`config.mk`:
```
export PLATFORM = sky130hd
export DESIGN_NAME = lpif_online_sequencer
export DESIGN_NICKNAME = d
export VERILOG_FILES = /design/src/rtl/lpif_online_sequencer.sv
export SDC_FILE = /design/constraint.sdc
export NUM_CORES = 1
export LEC_CHECK = 0
export BUFFER_PORTS_ARGS = -buffer_cell sky130_fd_sc_hd__buf_2
export CAP_MARGIN = 20
export CORE_MARGIN = 2
export CORE_UTILIZATION = 47
export CTS_CLUSTER_SIZE = 20
export DETAILED_ROUTE_END_ITERATION = 16
export GPL_TIMING_DRIVEN = 0
export MAX_ROUTING_LAYER = met4
export PLACE_DENSITY = 0.82
export SLEW_MARGIN = 20
export SYNTH_ARGS = -nofsm -noshare
export SYNTH_HDL_FRONTEND = slang
export SYNTH_SLANG_ARGS = --single-unit
export TNS_END_PERCENT = 50
```
`constraint.sdc`:
```
create_clock -name clk_wr -period 3.1 [get_ports clk_wr]
set_input_delay 0.62 -clock clk_wr [delete_from_list [all_inputs] [get_ports clk_wr]]
set_output_delay 0.62 -clock clk_wr [all_outputs]
set_load 0.1 [all_outputs]
```
`src/rtl/lpif_online_sequencer.sv`:
```
// rtl/lpif_online_sequencer.sv - LPIF link bring-up sequencer driving tx_online/rx_online
// Optional automatic retry on rx timeout: define LPIF_ONLINE_SEQ_RETRY_EN.
module lpif_online_sequencer #(
    parameter int NUM_CH    = 8,
    parameter int STB_MATCH = 2,
    parameter int MAX_RETRY = 3
) (
    input  logic              clk_wr,
    input  logic              rst_wr_n,
    input  logic              seq_enable,
    input  logic [NUM_CH-1:0] phy_ready,
    input  logic              phy_align_done,
    input  logic              rx_stb_detect,
    input  logic [15:0]       settle_cycles,
    input  logic [15:0]       rx_timeout_cycles,
    input  logic              err_clear,
    output logic              tx_online,
    output logic              rx_online,
    output logic              link_up,
    output logic              link_error,
    output logic [31:0]       debug_status
);

    typedef enum logic [2:0] {
        S_IDLE     = 3'd0,
        S_WAIT_PHY = 3'd1,
        S_SETTLE   = 3'd2,
        S_TX_ON    = 3'd3,
        S_RX_ON    = 3'd4,
        S_ERROR    = 3'd5
    } state_t;

    localparam logic [3:0] STB_MATCH_C = 4'(STB_MATCH);
    localparam logic [3:0] MAX_RETRY_C = 4'(MAX_RETRY);

    state_t      state_q, state_d;
    logic [15:0] cnt_q, cnt_d;
    logic [3:0]  stb_cnt_q, stb_cnt_d;
    logic [3:0]  retry_cnt_q, retry_cnt_d;
    logic        tx_online_q, tx_online_d;
    logic        rx_online_q, rx_online_d;
    logic        link_up_q, link_up_d;
    logic        link_error_q, link_error_d;
    logic        phy_ok;
    logic        tmo_en;

    assign phy_ok = (&phy_ready) & phy_align_done;
    assign tmo_en = (rx_timeout_cycles != 16'd0);

    always_comb begin
        state_d     = state_q;
        cnt_d       = cnt_q;
        stb_cnt_d   = stb_cnt_q;
        retry_cnt_d = retry_cnt_q;

        case (state_q)
            S_IDLE: begin
                if (seq_enable) state_d = S_WAIT_PHY;
            end
            S_WAIT_PHY: begin
                if (phy_ok) begin
                    state_d = S_SETTLE;
                    cnt_d   = settle_cycles;
                end
            end
            S_SETTLE: begin
                if (cnt_q == 16'd0) begin
                    state_d   = S_TX_ON;
                    cnt_d     = rx_timeout_cycles;
                    stb_cnt_d = 4'd0;
                end else begin
                    cnt_d = cnt_q - 16'd1;
                end
            end
            S_TX_ON: begin
                if (rx_stb_detect && (stb_cnt_q < STB_MATCH_C)) stb_cnt_d = stb_cnt_q + 4'd1;
                if (tmo_en && (cnt_q != 16'd0)) cnt_d = cnt_q - 16'd1;
                // A strobe match in the expiry cycle still brings the link up
                if (stb_cnt_d == STB_MATCH_C) begin
                    state_d     = S_RX_ON;
                    retry_cnt_d = 4'd0;
                end else if (tmo_en && (cnt_d == 16'd0)) begin
                    state_d = S_ERROR;
                end
            end
            S_RX_ON: begin
                state_d = S_RX_ON;
            end
            S_ERROR: begin
`ifdef LPIF_ONLINE_SEQ_RETRY_EN
                if (err_clear) begin
                    state_d = S_IDLE;
                end else if (retry_cnt_q < MAX_RETRY_C) begin
                    state_d     = S_WAIT_PHY;
                    retry_cnt_d = retry_cnt_q + 4'd1;
                end
`else
                if (err_clear) state_d = S_IDLE;
`endif
            end
            default: state_d = S_IDLE;
        endcase

        if (!phy_ok && (state_q == S_SETTLE || state_q == S_TX_ON || state_q == S_RX_ON))
            state_d = S_WAIT_PHY;
        if (!seq_enable)
            state_d = S_IDLE;

        if (state_d == S_IDLE) begin
            cnt_d       = 16'd0;
            stb_cnt_d   = 4'd0;
            retry_cnt_d = 4'd0;
        end

        tx_online_d  = (state_d == S_TX_ON) || (state_d == S_RX_ON);
        rx_online_d  = (state_d == S_RX_ON);
        link_up_d    = (state_d == S_RX_ON);
        link_error_d = (state_d == S_ERROR);
    end

    always_ff @(posedge clk_wr or negedge rst_wr_n) begin
        if (!rst_wr_n) begin
            state_q      <= S_IDLE;
            cnt_q        <= 16'd0;
            stb_cnt_q    <= 4'd0;
            retry_cnt_q  <= 4'd0;
            tx_online_q  <= 1'b0;
            rx_online_q  <= 1'b0;
            link_up_q    <= 1'b0;
            link_error_q <= 1'b0;
        end else begin
            state_q      <= state_d;
            cnt_q        <= cnt_d;
            stb_cnt_q    <= stb_cnt_d;
            retry_cnt_q  <= retry_cnt_d;
            tx_online_q  <= tx_online_d;
            rx_online_q  <= rx_online_d;
            link_up_q    <= link_up_d;
            link_error_q <= link_error_d;
        end
    end

    assign tx_online    = tx_online_q;
    assign rx_online    = rx_online_q;
    assign link_up      = link_up_q;
    assign link_error   = link_error_q;
    assign debug_status = {16'h0, retry_cnt_q, stb_cnt_q, 5'h0, state_q};

endmodule

```
==> results of run 1 <==
## state kept, by name, summed over array words and instances, names as in the netlist
register    count
cnt_q          16
stb_cnt_q       4
state_q         3
link_error      1
link_up         1
tx_online       1
## cell usage in the layout, fill, tap and decap left out, types with 3 or more instances in the layout
cell type / instances
a211oi_1: 7
a21oi_1: 24
a221oi_1: 4
a31oi_1: 4
and4_1: 3
buf_2: 56
buf_4: 37
buf_6: 3
clkbuf_1: 17
clkbuf_2: 4
clkbuf_8: 3
conb_1: 25
dfrtp_1: 22
dfrtp_2: 4
inv_1: 8
mux2i_1: 4
nand2_1: 25
nand2_2: 3
nand2b_1: 3
nand3_1: 16
nand4_1: 4
nor2_1: 36
nor3_1: 20
nor4_1: 11
o211ai_1: 7
o21ai_0: 18
o221ai_1: 3
o22ai_1: 7
or2_2: 6
or3_1: 3
or4_1: 3
xnor2_1: 3
## through the flow
stage / instance area (sq um) / std cells / hold WS [ns]
after floorplan: 2720 / 380 / 0.324
after global placement: 3090 / 508 / 0.587
after detailed placement: 3090 / 508 / 0.586
after CTS: 3230 / 516 / 0.364
after global routing: 3320 / 521 / 0.391
final: 3320 / 521 / 0.348
## critical path, delay by kind of cell (launching register included)
kind	cells	cell delay (ns)
compound gates	3	0.92
fa+ha+maj	1	0.13
buf+inv	3	0.35
flops	1	0.44
simple gates	4	1.11
## synthesized netlist by cell type (6+ instances only)
cell / n
nor2_1: 37
buf_4: 27
dfrtp_1: 26
nand2_1: 26
a21oi_1: 25
clkbuf_1: 22
nor3_1: 20
o21ai_0: 19
nand3_1: 16
nor4_1: 12
a211oi_1: 9
inv_1: 9
o211ai_1: 7
o22ai_1: 7
or2_2: 6
## layer usage
layer  global-route usage  vias to the layer above  wire length (microns)
met2                0.521                      198                   4480
li1                     -                     1476                      -
met3               0.0227                       29                    777
met5                    -                        -                      0
met1                0.446                     1464                   4280
met4                0.117                        0                    312
## cell type report
class | count | area [sq um]
tap | 72 | 90.1
inverter | 9 | 36.3
timing repair buffer | 67 | 363
clock inverter | 1 | 30.0
buffer | 51 | 317
sequential | 26 | 656
fill | 538 | 2160
clock buffer | 3 | 41.3
multi-input combinational | 292 | 1780
## worst max path at each step
stage / startpoint / to / slack [ns] / cells past startpoint
2_1_floorplan: cnt_q[0] / tx_online / 0.03 / 12
3_3_place_gp: cnt_q[0] / tx_online / -0.59 / 12
3_5_place_dp: cnt_q[0] / tx_online / -0.59 / 12
4_1_cts: cnt_q[0] / link_error / 0.01 / 11
5_1_grt: cnt_q[7] / link_error / -0.003 / 9
6_report: cnt_q[0] / link_error / 0.08 / 11
## report_power, final
group / switching, W / internal, W / total, W
registers: 0.000000625 / 0.000340 / 0.000340
logic: 0.000210 / 0.0000667 / 0.000276
clock network: 0.000133 / 0.000173 / 0.000307
total: 0.000343 / 0.000580 / 0.000923
## cell families (layout without fill, tap and decap cells)
kind of cell	Yosys count	count (layout)	share of synthesized area
AOI/OAI and AO/OA	104	104	0.268
other	1	25	0.00143
xor gates and xnor gates	4	4	0.0133
muxes	4	4	0.0152
DFF	26	26	0.247
and+or+nand+nor	153	153	0.315
adders and majority gates	2	2	0.00951
buffers and inverters	62	131	0.131
## timing repair
action / 4_1_cts / 5_1_grt
setup endpoints to repair: 24 / 20
pin swaps: 2 / 4
setup buffers: 5 / 6
hold endpoints to repair: 0 / 0
gates resized for setup: 13 / 10
==> run_results.csv, run 1 <==
group,metric,value,unit
setup_path,rr_startpoint,"cnt_q[0]",
timing,tns,0,ns
power_and_ir_drop,power.leakage,1.53,nW
setup_path,cp.required,3.31,ns
clock_tree,tritoncts,"done",
timing,fin_skew,0.00341,ns
synthesis,yosysTopAreaCell,"dfrtp_1",
timing,worstMarginPinSlew,0.670,ns
setup_path,cp-end-kind,"flip-flop",
finish,antennaDiodeCount,0,
place,pre_cts_ws,-0.585,ns
route,detail_route.vias_per_cell,6.08,
synthesis,synth-warning-count,0,
clock_tree,clkSlewWorstSetupHoldPaths,0.11,ns
place,dp_hpwl,7.31,mm
floorplan,core,5470,sq um
floorplan,dieWidth,78.8,microns
timing,report.final.slew_viol_count,0,
synthesis,netlist_top_cells_area,"dfrtp_1 25%, buf_4 7.7%, nor2_1 5.3%",
timing,slew_headroom,0.553,
finish,drive_gt1_frac,0.296,
finish,finalCoreUtilization,0.606,
setup_path,path_cells,"inv_4 -> ha_4 -> buf_6 -> nor4b_4 -> nand2_2 -> or4_4 -> buf_6 -> a211o_1 -> a2111o_1 -> o31ai_4 -> nor3b_2",
power_and_ir_drop,vdd.ir_drop.worst,0.167,mV
place,portBuffers,56,
setup_path,cp_max_fo,7,
setup_path,r2r_end,"link_error",
floorplan,rows,27,
synthesis,synthDominantCellAreaShare,0.247,
timing,fin_ws,0.0808,ns
synthesis,syn_inst,356,
run_status,status,"complete, no violations",
synthesis,yosys_most_used_dff,"dfrtp_1",
setup_path,crit_type,"reg -> reg",
timing,period_needed,3.02,ns
setup_path,max_stage_delay,0.53,ns
route,routed_wl,9.85,mm
min_path,hold_path_class,"in -> async",
clock_tree,h-tree-depth,1,
synthesis,ys_seq_area_frac,0.247,
route,first_pass_iters,5,
setup_path,cpMostUsedCell,"buf_6",
grt,grt_pass1_wl,15.1,mm
power_and_ir_drop,p_per_area,278,nW/um^2
place,gp_congestion,0.993,
flow_run,maxCapViolCount,0,
power_and_ir_drop,total_power,0.000923,W
setup_path,start_kind,"flip-flop",
synthesis,async_flop_share,1.00,
grt,grtUsageTotal,0.328,
synthesis,synth_area,2630,sq um
setup_path,reg2reg_depth,11,
clock_tree,hold_buffers,0,
clock_tree,cts-root-buf,"clkbuf_8",
synthesis,synth_edf_count,0,
synthesis,yosysUniqueCellTypes,66,
setup_path,worstPathArrival,3.23,ns
grt,grt_overflow,0,
route,ant_nets,0,
clock_tree,cts_sinks,26,
synthesis,yosys_register_bits,26,
synthesis,avgSynthCellArea,7.39,sq um
grt,grt_pass1_vias,2855,
clock_tree,clockBufferDepth,2,
route,drt-wirelength-per-cell,18.9,microns
setup_path,r2r_slack,0.08,ns
clock_tree,clk_latency,0.29,ns
route,drc_errors,0,
timing,fmax,0.331,GHz
route,first_iter_violations,285,
floorplan,pin_count,82,
grt,grt_start_max_net_pins,27,
finish,syn2layout_area_growth,26.0,%
grt,antenna_found_initial,0,
floorplan,initial_utilization,0.481,
finish,finalNetCount,498,
floorplan,dieHeight,78.8,microns
timing,min_period_over_period,0.974,
route,vias,3167,
floorplan,dieArea,6210,sq um
setup_path,slowest_stage,"or4_4",
timing,hold_viol,0,
clock_tree,cts_buffers,3,
timing,finalSetupViolCount,0,
No activity file was read; power rests on OpenSTA's default activity.
==> run 2: changes to the inputs <==
Settings changed: CELL_PAD_IN_SITES_DETAIL_PLACEMENT set to 0, CELL_PAD_IN_SITES_GLOBAL_PLACEMENT set to 2, CORE_UTILIZATION 47 to 26, PLACE_DENSITY 0.82 to 0.83.
==> run 2 against run 1 <==
Compared with the run above:
- non-clock buffer count is 1 lower
- final area is 1.4% higher
- global-route usage is 13 points lower
- power is 6.5% lower
==> run_results.csv, run 2 (synthesized netlist as in run 1, its figures left out) <==
group,metric,value,unit
power_and_ir_drop,total_power,0.000863,W
grt,grt_start_max_net_pins,27,
finish,nFillCells,1112,
setup_path,cp-end-kind,"flip-flop",
flow_run,maxCapViolCount,0,
grt,grt_pass1_wl,16.5,mm
run_status,status,"complete, no violations",
grt,grt_overflow,0,
clock_tree,tritoncts,"done",
finish,seqCellArea,658,sq um
power_and_ir_drop,power.leakage,1.52,nW
clock_tree,clkSlewWorstSetupHoldPaths,0.11,ns
setup_path,slowest_stage,"a2111o_1",
finish,largest_reg_flops,16,
finish,finalNetCount,497,
timing,finalSetupViolCount,0,
timing,period_needed,2.97,ns
timing,worstMarginPinSlew,0.694,ns
grt,grtUsageTotal,0.199,
clock_tree,cts_buffers,3,
power_and_ir_drop,p_per_area,257,nW/um^2
setup_path,cp.required,3.32,ns
setup_path,cp_max_fo,6,
timing,report.final.slew_viol_count,0,
timing,fmax,0.337,GHz
setup_path,worstPathArrival,3.19,ns
floorplan,rows,36,
timing,whs,0.348,ns
finish,final_common_cell,"buf_2",
clock_tree,clockBufferDepth,2,
route,vias,3083,
finish,drive_gt1_frac,0.301,
timing,fin_skew,0.00478,ns
finish,multiInputGateArea,1770,sq um
timing,min_period_over_period,0.958,
setup_path,cpMostUsedCell,"buf_6",
floorplan,pin_count,82,
setup_path,max_stage_delay,0.45,ns
finish,reg_top3,"cnt_q (16), stb_cnt_q (4), state_q (3)",
timing,rsz0062_at_grt,"yes",
place,portBuffers,56,
clock_tree,cts_sinks,26,
timing,hold_viol,0,
finish,antennaDiodeCount,0,
route,drt-wirelength-per-cell,18.5,microns
place,gp_congestion,0.935,
finish,syn2layout_area_growth,27.8,%
clock_tree,h-tree-depth,1,
floorplan,dieHeight,105,microns
place,dp_hpwl,7.98,mm
floorplan,dieWidth,105,microns
timing,slew_headroom,0.533,
min_path,hold_path_class,"in -> async",
floorplan,initial_utilization,0.268,
setup_path,crit_type,"reg -> reg",
setup_path,start_kind,"flip-flop",
floorplan,core,9820,sq um
grt,antenna_found_initial,0,
floorplan,dieArea,10900,sq um
route,detail_route.vias_per_cell,5.31,
finish,mostFrequentLayoutCells,"56 x buf_2, 37 x buf_4, 36 x nor2_1",
route,first_iter_violations,260,
finish,regMostFlops,"cnt_q",
clock_tree,clk_latency,0.29,ns
setup_path,path_cells,"inv_2 -> ha_1 -> buf_6 -> nor4b_4 -> nand2_2 -> or4_4 -> buf_6 -> a211o_1 -> a2111o_1 -> o31ai_2 -> nor3b_2",
grt,grt_pass1_vias,2956,
clock_tree,cts-root-buf,"clkbuf_8",
route,drc_errors,0,
route,routed_wl,10.7,mm
route,first_pass_iters,4,
route,ant_nets,0,
power_and_ir_drop,vdd.ir_drop.worst,0.184,mV
==> run 2: cell count changes in the layout (fill, tap and decap cells not counted), sizes merged <==
| cell | delta |
|---|---|
| bufinv | -1 |
==> run 2: final timing paths <==
| path | from | endpoint | slack [ns] | depth (start not counted) |
|---|---|---|---|---|
| setup / recovery | cnt_q[0] | link_error | 0.13 | 11 |
| max in group asynchronous | rst_wr_n | cnt_q[10] | 2.29 | 1 |
| min in group clk_wr | settle_cycles[13] | cnt_q[13] | 0.59 | 3 |
| hold / removal | rst_wr_n | cnt_q[13] | 0.35 | 1 |
| hold reg to reg | stb_cnt_q[0] | stb_cnt_q[0] | 0.61 | 2 |
| setup reg to reg | cnt_q[0] | link_error | 0.13 | 11 |
==> run 2: power by group <==
group | switching, W | internal, W | total [W]
combinational | 0.000211 | 0.0000665 | 0.000278
sequential | 0.000000688 | 0.000340 | 0.000341
clock | 0.000131 | 0.000114 | 0.000245
==> run 2: what timing repair did <==
action / 4_1_cts / 5_1_grt
setup endpoints to repair: 24 / 24
buffers inserted: 4 / 7
gates resized for setup: 10 / 14
pin swaps: 3 / 7
hold endpoints to repair: 0 / 0
hold buffers: 0 / 0
==> run 2: area by class of cell <==
| cell class | count | share of cell area |
|---|---|---|
| well taps | 133 | 0.0495 |
| inverters | 9 | 0.0100 |
| plain buffers | 50 | 0.0930 |
| repair buffers | 67 | 0.108 |
| flip-flops and latches | 26 | 0.196 |
| multi-input cells | 292 | 0.528 |
| clock buffers | 4 | 0.0164 |
==> run 2: worst max-delay path, delay by kind of cell, from the launching register on <==
kind,cells,cell delay (ns)
DFF,1,0.43
buffers and inverters,3,0.32
adders and majority gates,1,0.15
AOI/OAI and AO/OA,3,0.97
and+or+nand+nor,4,1.05
==> run 2: routing by layer <==
metal  vias to the layer above  track usage  wire length (microns)
met5                         -            -                      0
met4                         0       0.0410                    188
met3                        14       0.0274                    779
met2                       133        0.316                   4870
met1                      1458        0.271                   4900
li1                       1478            -                      -
==> run 2: metrics by stage <==
step           utilization  TNS [ns]  cells  setup WS [ns]  cell area [sq um]
2_1_floorplan            -         0    380         0.0345               2720
6_report             0.343         0    581          0.130               3360
3_3_place_gp         0.323    -10.50    569         -0.597               3170
5_1_grt              0.343   -0.0342    581        -0.0180               3360
3_5_place_dp         0.323     -9.24    569         -0.589               3170
4_1_cts              0.333         0    576        0.00910               3270
